===== src/rtl/riscv_signature_pkg.sv =====
// Shared types and header field layout for the riscv-dv style signature decoder.
package riscv_signature_pkg;

    typedef enum logic [7:0] {
        CORE_STATUS = 8'd0,
        TEST_RESULT = 8'd1,
        WRITE_GPR   = 8'd2,
        WRITE_CSR   = 8'd3
    } signature_type_t;

    typedef enum logic [4:0] {
        INITIALIZED           = 5'd0,
        IN_DEBUG_MODE         = 5'd1,
        IN_MACHINE_MODE       = 5'd2,
        IN_HYPERVISOR_MODE    = 5'd3,
        IN_SUPERVISOR_MODE    = 5'd4,
        IN_USER_MODE          = 5'd5,
        HANDLING_IRQ          = 5'd6,
        FINISHED_IRQ          = 5'd7,
        HANDLING_EXCEPTION    = 5'd8,
        INSTR_FAULT_EXCEPTION = 5'd9
    } core_status_t;

    typedef enum logic {
        TEST_PASS = 1'b0,
        TEST_FAIL = 1'b1
    } test_result_t;

    typedef enum logic [1:0] {
        IDLE     = 2'd0,
        GPR_DATA = 2'd1,
        CSR_DATA = 2'd2
    } sig_decoder_state_t;

    localparam int unsigned NUM_GPR    = 32;
    localparam int unsigned GPR_IDX_W  = $clog2(NUM_GPR);

    localparam int unsigned TYPE_LSB     = 0;
    localparam int unsigned TYPE_W       = 8;
    localparam int unsigned STATUS_LSB   = 8;
    localparam int unsigned STATUS_W     = 5;
    localparam int unsigned RESULT_BIT   = 8;
    localparam int unsigned CSR_ADDR_LSB = 8;
    localparam int unsigned CSR_ADDR_W   = 12;

endpackage


===== src/rtl/riscv_signature_decoder.sv =====
// Decodes the riscv-dv signature store stream into status, result, GPR dump and CSR events.
module riscv_signature_decoder
    import riscv_signature_pkg::*;
#(
    parameter int unsigned XLEN           = 32,
    parameter logic [31:0] SIGNATURE_ADDR = 32'h8FFF_FFF8
) (
    input  logic                    clk,
    input  logic                    rst,
    input  logic                    wr_en,
    input  logic [31:0]             wr_addr,
    input  logic [XLEN-1:0]         wr_data,
    output logic                    status_valid,
    output logic [STATUS_W-1:0]     status,
    output logic                    test_done,
    output logic                    test_fail,
    output logic                    gpr_valid,
    output logic [GPR_IDX_W-1:0]    gpr_idx,
    output logic [XLEN-1:0]         gpr_data,
    output logic                    gpr_dump_done,
    output logic                    csr_valid,
    output logic [CSR_ADDR_W-1:0]   csr_addr,
    output logic [XLEN-1:0]         csr_data,
    output logic                    protocol_err,
    output logic                    busy
);

    sig_decoder_state_t     state_q, state_d;
    logic [GPR_IDX_W-1:0]   cnt_q, cnt_d;
    logic                   status_valid_q, status_valid_d;
    logic [STATUS_W-1:0]    status_q, status_d;
    logic                   test_done_q, test_done_d;
    logic                   test_fail_q, test_fail_d;
    logic                   gpr_valid_q, gpr_valid_d;
    logic [GPR_IDX_W-1:0]   gpr_idx_q, gpr_idx_d;
    logic [XLEN-1:0]        gpr_data_q, gpr_data_d;
    logic                   gpr_dump_done_q, gpr_dump_done_d;
    logic                   csr_valid_q, csr_valid_d;
    logic [CSR_ADDR_W-1:0]  csr_addr_q, csr_addr_d;
    logic [XLEN-1:0]        csr_data_q, csr_data_d;
    logic                   protocol_err_q, protocol_err_d;

    logic                   accept;
    logic [TYPE_W-1:0]      hdr_type;
    logic [STATUS_W-1:0]    hdr_status;

    assign accept     = wr_en && (wr_addr == SIGNATURE_ADDR);
    assign hdr_type   = wr_data[TYPE_LSB +: TYPE_W];
    assign hdr_status = wr_data[STATUS_LSB +: STATUS_W];

    always_comb begin
        state_d         = state_q;
        cnt_d           = cnt_q;
        status_valid_d  = 1'b0;
        status_d        = status_q;
        test_done_d     = test_done_q;
        test_fail_d     = test_fail_q;
        gpr_valid_d     = 1'b0;
        gpr_idx_d       = gpr_idx_q;
        gpr_data_d      = gpr_data_q;
        gpr_dump_done_d = 1'b0;
        csr_valid_d     = 1'b0;
        csr_addr_d      = csr_addr_q;
        csr_data_d      = csr_data_q;
        protocol_err_d  = 1'b0;

        if (accept) begin
            unique case (state_q)
                IDLE: begin
                    case (hdr_type)
                        CORE_STATUS: begin
                            if (hdr_status <= INSTR_FAULT_EXCEPTION) begin
                                status_valid_d = 1'b1;
                                status_d       = hdr_status;
                            end else begin
                                protocol_err_d = 1'b1;
                            end
                        end
                        TEST_RESULT: begin
                            // Only the first result counts; a repeat is a protocol error.
                            if (test_done_q) begin
                                protocol_err_d = 1'b1;
                            end else begin
                                test_done_d = 1'b1;
                                test_fail_d = wr_data[RESULT_BIT];
                            end
                        end
                        WRITE_GPR: begin
                            cnt_d   = '0;
                            state_d = GPR_DATA;
                        end
                        WRITE_CSR: begin
                            csr_addr_d = wr_data[CSR_ADDR_LSB +: CSR_ADDR_W];
                            state_d    = CSR_DATA;
                        end
                        default: protocol_err_d = 1'b1;
                    endcase
                end
                GPR_DATA: begin
                    gpr_valid_d = 1'b1;
                    gpr_idx_d   = cnt_q;
                    gpr_data_d  = wr_data;
                    cnt_d       = cnt_q + 1'b1;
                    if (cnt_q == GPR_IDX_W'(NUM_GPR - 1)) begin
                        gpr_dump_done_d = 1'b1;
                        state_d         = IDLE;
                    end
                end
                CSR_DATA: begin
                    csr_valid_d = 1'b1;
                    csr_data_d  = wr_data;
                    state_d     = IDLE;
                end
                default: state_d = IDLE;
            endcase
        end
    end

    always_ff @(posedge clk) begin
        if (rst) begin
            state_q         <= IDLE;
            cnt_q           <= '0;
            status_valid_q  <= 1'b0;
            status_q        <= '0;
            test_done_q     <= 1'b0;
            test_fail_q     <= 1'b0;
            gpr_valid_q     <= 1'b0;
            gpr_idx_q       <= '0;
            gpr_data_q      <= '0;
            gpr_dump_done_q <= 1'b0;
            csr_valid_q     <= 1'b0;
            csr_addr_q      <= '0;
            csr_data_q      <= '0;
            protocol_err_q  <= 1'b0;
        end else begin
            state_q         <= state_d;
            cnt_q           <= cnt_d;
            status_valid_q  <= status_valid_d;
            status_q        <= status_d;
            test_done_q     <= test_done_d;
            test_fail_q     <= test_fail_d;
            gpr_valid_q     <= gpr_valid_d;
            gpr_idx_q       <= gpr_idx_d;
            gpr_data_q      <= gpr_data_d;
            gpr_dump_done_q <= gpr_dump_done_d;
            csr_valid_q     <= csr_valid_d;
            csr_addr_q      <= csr_addr_d;
            csr_data_q      <= csr_data_d;
            protocol_err_q  <= protocol_err_d;
        end
    end

    assign status_valid  = status_valid_q;
    assign status        = status_q;
    assign test_done     = test_done_q;
    assign test_fail     = test_fail_q;
    assign gpr_valid     = gpr_valid_q;
    assign gpr_idx       = gpr_idx_q;
    assign gpr_data      = gpr_data_q;
    assign gpr_dump_done = gpr_dump_done_q;
    assign csr_valid     = csr_valid_q;
    assign csr_addr      = csr_addr_q;
    assign csr_data      = csr_data_q;
    assign protocol_err  = protocol_err_q;
    assign busy          = (state_q != IDLE);

endmodule


===== config.mk =====
export PLATFORM = sky130hd
export DESIGN_NAME = riscv_signature_decoder
export DESIGN_NICKNAME = d
export VERILOG_FILES = /design/src/rtl/riscv_signature_pkg.sv /design/src/rtl/riscv_signature_decoder.sv
export SDC_FILE = /design/constraint.sdc
export NUM_CORES = 1
export LEC_CHECK = 0
export ABC_AREA = 1
export CAP_MARGIN = 30
export CORE_MARGIN = 2
export CORE_UTILIZATION = 25
export CTS_CLUSTER_SIZE = 16
export DETAILED_ROUTE_END_ITERATION = 8
export PLACE_DENSITY = 0.53
export SETUP_SLACK_MARGIN = 0.05
export SLEW_MARGIN = 20
export SYNTH_ARGS = -nofsm -noshare
export SYNTH_HDL_FRONTEND = slang
export SYNTH_SLANG_ARGS = --single-unit
export TNS_END_PERCENT = 100

===== constraint.sdc =====
create_clock -name clk -period 1.4 [get_ports clk]
set_input_delay 0.14 -clock clk [delete_from_list [all_inputs] [get_ports clk]]
set_output_delay 0.14 -clock clk [all_outputs]
set_load 0.02 [all_outputs]

## After elaboration in Yosys (flattened, before gate mapping)

Cells that the tools add are included.

| word-level totals | value |
|---|---|
| logic and storage cells | 61 |
| memories kept | 0 |
| register bits | 100 |
| ROM bits | 0 |
| bits in latches | 0 |
| RAM bits | 0 |

| operators by class | value |
|---|---|
| $add $sub $neg | 1 |
| reduce and logical (&&, ||, !) cells | 18 |
| bitwise operators | 5 |
| multipliers | 0 |
| multiplexer cells | 12 |
| divide/modulo/power cells | 0 |
| shift operators | 0 |
| eq/ne operators | 10 |
| magnitude comparators | 1 |

Operators by type and width:

| kind | count |
|---|---|
| equality test 32 bit, second input constant | 1 |
| equality test 8 x 2 -> 1 bit, second input constant | 2 |
| AND reduction 3 bit | 4 |
| case mux 5 bit (2 select lines) | 1 |
| equality test 8 x 1 -> 1 bit, second input constant | 1 |
| zero test 8 bit | 1 |
| case mux 2 bit (2 select lines) | 2 |
| AND reduction 4 bit | 2 |
| 2-to-1 mux 1 bit | 6 |
| OR reduction 3 bit | 2 |
| adder 5 x 1 -> 5 bit, second input constant | 1 |
| equality test 5 bit, second input constant | 1 |
| less-or-equal comparator 5 x 4 -> 1 bit, second input constant | 1 |
| 2-to-1 mux 5 bit | 1 |
| inverter 1 bit | 5 |
| AND reduction 2 bit | 2 |
| nonzero test 2 bit | 2 |
| OR reduction 2 bit | 2 |
| OR reduction 4 bit | 1 |
| inequality test 3 x 1 -> 1 bit, second input constant | 1 |
| case mux 1 bit (3 select lines) | 1 |
| equality test 2 x 1 -> 1 bit, second input constant | 1 |
| equality test 2 bit, second input constant | 1 |
| zero test 2 bit | 1 |
| other kinds (4) | 4 |

## Depth between registers and ports, before layout

| depth | value |
|---|---|
| word-level depth | 4 |
| depth in mapped cells | 12 |
| gate-level depth less buffers | 10 |

## Least setup slack after synthesis

No wires, ideal clock.

| timing | value |
|---|---|
| kind | register to register |
| start | register cnt_q[0] |
| end | register state_q[0] |
| path slack | 0.120 ns |
| stages on the path, launching flop included | 10 |
| data required time | 1.272 ns |
| arrival | 1.152 ns |
| period minus slack after synthesis | 1.280 ns |
| cell sequence | dfxtp_1 > ha_1 > nand2_1 > nor2_1 > ha_1 > inv_1 > nand2_1 > nand2_1 > o21ai_0 > a21oi_1 |

| on the way | value |
|---|---|
| word-level cells in the longest chain between the ends | 3 |

Ends and longest elaborated chain:

| item | RTL line | RTL |
|---|---|---|
| from (decl) | riscv_signature_decoder.sv:29 | `logic [GPR_IDX_W-1:0] cnt_q, cnt_d;` |
| from (signal assigned) | riscv_signature_decoder.sv:137 | `cnt_q <= cnt_d;` |
| equality test 5 bit | riscv_signature_decoder.sv:104 | `if (cnt_q == GPR_IDX_W'(NUM_GPR - 1)) begin` |
| inequality test 2 bit (no line) | n/a |  |
| AND reduction 3 bit (no line) | n/a |  |
| to (signal assigned) | riscv_signature_decoder.sv:136 | `state_q <= state_d;` |
| to (decl) | riscv_signature_decoder.sv:28 | `sig_decoder_state_t state_q, state_d;` |

No other way between the ends.
A chain may end at the register's enable or synchronous reset.

## Final worst setup path

| timing | value |
|---|---|
| start | register state_q[1] |
| end | register csr_data_q[15], in the netlist csr_data[15] |

| on the way | value |
|---|---|
| word-level cells in the longest chain between the ends | 2 |

Ends and longest elaborated chain:

| item | RTL line | RTL |
|---|---|---|
| equality test 2 bit | riscv_signature_decoder.sv:68 | `unique case (state_q)` |
| AND reduction 2 bit (no line) | n/a |  |
| to (signal assigned) | riscv_signature_decoder.sv:148 | `csr_data_q <= csr_data_d;` |
| to (decl) | riscv_signature_decoder.sv:40 | `logic [XLEN-1:0] csr_data_q, csr_data_d;` |

No other way between the ends.

==> results by group <==
Outcome
  • Status: finished, final reports clean

Timing
  • Worst slew margin: 77.38%
  • Final Cycle Share: 99.24%
  • Worst Slack Setup Final: 0.01071 ns
  • Max Freq: 719.8 MHz
  • Fin Hold WS: 0.2009 ns
  • Slew Limit Fails: 0
  • Worst Clk Skew: 0.005370 ns
  • Final number of hold-violating endpoints: 0
  • RSZ-0062 raised after global routing: true
  • Setup TNS: 0 ns
  • Finish-stage setup viols: 0
  • Final min period: 1.389 ns
  • Worst Tran Pin Value: 0.3380 ns

Setup path
  • Worst-case reg-to-reg path depth: 10
  • R2r startpoint: state_q[1]
  • Max incr delay on CP: 0.36 ns
  • Setup crit start kind: register
  • Critical path class: register to register
  • CP max-delay cell: dfxtp_2
  • Buffers & Inverters on Critical Path: 5
  • Critical path arrival: 1.68 ns
  • Top Family by Delay on Critical Path: buffers and inverters
  • Crit-path cells: buf_6 > inv_6 > nor2_4 > nand2_8 > buf_12 > buf_12 > buf_16 > nand2_1 > nand2_1 > nor2_1
  • CP max FO: 8
  • R2R Setup Slk: 0.01 ns
  • Req. time, crit path: 1.69 ns
  • Worst setup EP type: register
  • RR Endpoint: csr_data[15]

Detailed routing
  • Routed vias/inst: 4.241
  • # DRC: 0
  • Post-DRT Antenna Nets: 0
  • Pre-Repair DR Iteration Count: 4
  • Initial DRC count: 211
  • DR WL/cell: 14.12 um
  • Aggregate routed wire length: 16550 um
  • Vias: 4971

Hold path
  • Worst hold endpoint: csr_data[2]
  • Hold WC Path Type: primary input to register
  • Hold Crit Start: wr_data[2]
  • Worst Hold Depth: 4

Synth
  • Mean Syn Cell Area: 6.570 um^2
  • Net count after synthesis: 750
  • Post-synth EDFFs: 0
  • Cells after synthesis: 681
  • Most frequent cell after synthesis: nor2_1
  • Post-synth ARST share: 0%
  • Largest cells by area after synthesis: dfxtp_1, nor2_1, nand2_1
  • Top cell type's share of synthesized area: 44.74%
  • Commonest cells post-synth: nor2_1, nand2_1, dfxtp_1, inv_1, o21ai_1
  • Post-Syn Area: 0.004474 mm^2
  • Predominant post-synthesis flop cell: dfxtp_1
  • Post-synth top area cell: dfxtp_1
  • Sequential share of the synthesized area: 44.74%
  • Yosys warns: 0
  • Yosys reg bits: 100
  • Library cells used by synthesis: 23

Die
  • Die area: 0.01898 mm^2
  • Die width: 137.8 um
  • Initial core utilization: 25.69%
  • Core area: 0.01742 mm^2
  • Die H: 137.8 um
  • I/O pin count: 161
  • Row Count: 48

Global routing
  • Number of global-route vias before repair: 4592
  • First-pass GRT wire length: 24160 um
  • Largest net degree at the start of global routing: 55
  • Initial antenna violation count: 0
  • Grt ovf: 0
  • GRT Overall Usage: 16.72%

CTS
  • CTS buffer count: 9
  • Bufs on Longest Clock Path: 2
  • Root buf cell: clkbuf_16
  • H-tree levels: 3
  • Worst-Skew Late Latency: 0.35 ns
  • Clk slew on worst S/H paths: 0.07 ns
  • TritonCTS clock tree: yes
  • Sink Count: 100

Placed design
  • GPL Wtd Cong: 0.7470
  • Port Buffers: 160
  • HPWL after detailed placement: 10170 um
  • Place WS: -0.5403 ns

Power and ir drop
  • Worst VDD drop: 0.5498 mV
  • Cell leakage power: 4.191 nW
  • Pwr dens: 710.0 mW/mm^2
  • Post-layout total power: 5.709 mW

Final layout
  • Area delta synth->final: 79.73%
  • Layout cells sized above 1: 27.98%
  • Area of the multi-input gates: 0.002391 mm^2
  • N_diodes: 0
  • Fillcell total: 1824
  • Layout Nets: 1011
  • Core Util, Final: 46.17%
  • Register area: 0.002009 mm^2

Flow run
  • Number of max-cap violations: 0
## state kept, by name (all words and copies together) (netlist names)
name and flops:
csr_data 32, gpr_data 32, csr_addr 12, cnt_q 5, gpr_idx 5, status 5
state_q 2, csr_valid 1, gpr_dump_done 1, gpr_valid 1, protocol_err 1, status_valid 1
test_done 1, test_fail 1
## area by class of cell
class	instances	share of cell area, %
inverters	85	4.092
repair buffers	278	34.23
multi-input cells	468	29.73
well taps	225	3.501
clock inverters	5	0.4357
clock buffers	11	3.019
flip-flops and latches	100	24.99
## timing repair
action,CTS,global route
pin swaps,17,72
hold buffers,0,0
endpoints found under the setup margin,190,100
resized for setup,214,116
setup buffers,34,9
gates cloned,10,8
## how the worst max path moves through the flow
stage / slack (ns) / cells past startpoint / startpoint / endpoint
2_1_floorplan: 0.12 / 9 / cnt_q[0] / state_q[0]
3_3_place_gp: -0.52 / 11 / wr_addr[8] / csr_data[9]
3_5_place_dp: -0.54 / 11 / wr_addr[8] / gpr_data[28]
4_1_cts: 0.01 / 10 / state_q[1] / csr_data[1]
5_1_grt: -0.08 / 10 / state_q[1] / csr_data[13]
6_report: 0.01 / 10 / state_q[1] / csr_data[15]
## metal layers
metal	share of wire [%]	wire length (um)	track usage, %	up-vias
met5	0	0	0	-
met4	1.2	193	4.649	0
met3	5.8	957	5.077	12
met2	48	7926	27.20	106
met1	45	7474	21.44	2242
li1	-	-	-	2611
## tightest hold or removal path, cell delays in order
cell and delay [ns]:
dlymetal6s2s_1 0.13, buf_4 0.13, nor2_1 0.03, nor2_1 0.08
## cell usage in the layout (no fill, tap or decap), types with 2 or more instances in the layout
cell and n:
nand4_1 23, buf_6 8, nand2_2 28, nand3_1 12, clkinv_2 2, clkdlybuf4s50_1 28, nand2_8 2, inv_1 80
o21ai_2 2, inv_6 3, o21ai_0 9, buf_4 80, nor2_4 19, buf_12 15, dlymetal6s2s_1 2, dlygate4sd2_1 102
buf_16 9, o21ai_1 31, nand2_1 111, dfxtp_1 96, nor2_2 32, clkbuf_2 20, inv_2 3, ha_4 2
buf_2 3, a21oi_1 7, dfxtp_2 3, nand2_4 8, nor3_2 2, nand3_4 2, clkbuf_16 15, nor2_1 173
clkdlybuf4s15_1 5
## cell families after synthesis
logic type / synth area share, %
AO/OA/AOI/OAI: 5.733
adder cells (fa/ha/maj): 0.5592
buffers and inverters: 10.77
flip-flops: 44.74
AND/OR/NAND/NOR: 38.20
## stage by stage
| stage | instance area, um^2 | cells |
|---|---|---|
| after global placement | 6750 | 1096 |
| after detailed placement | 6750 | 1096 |
| final | 8041 | 1172 |
| after floorplan | 4474 | 681 |
| after global routing | 8041 | 1172 |
| after CTS | 7657 | 1156 |
## report_power, final
| group | internal, mW | switching, mW |
|---|---|---|
| clock | 1.26 | 1.14 |
| combinational | 0.243 | 0.223 |
| sequential | 2.84 | 0.00000000000168 |
| total | 4.34 | 1.37 |
No activity file was read; power rests on OpenSTA's default activity.
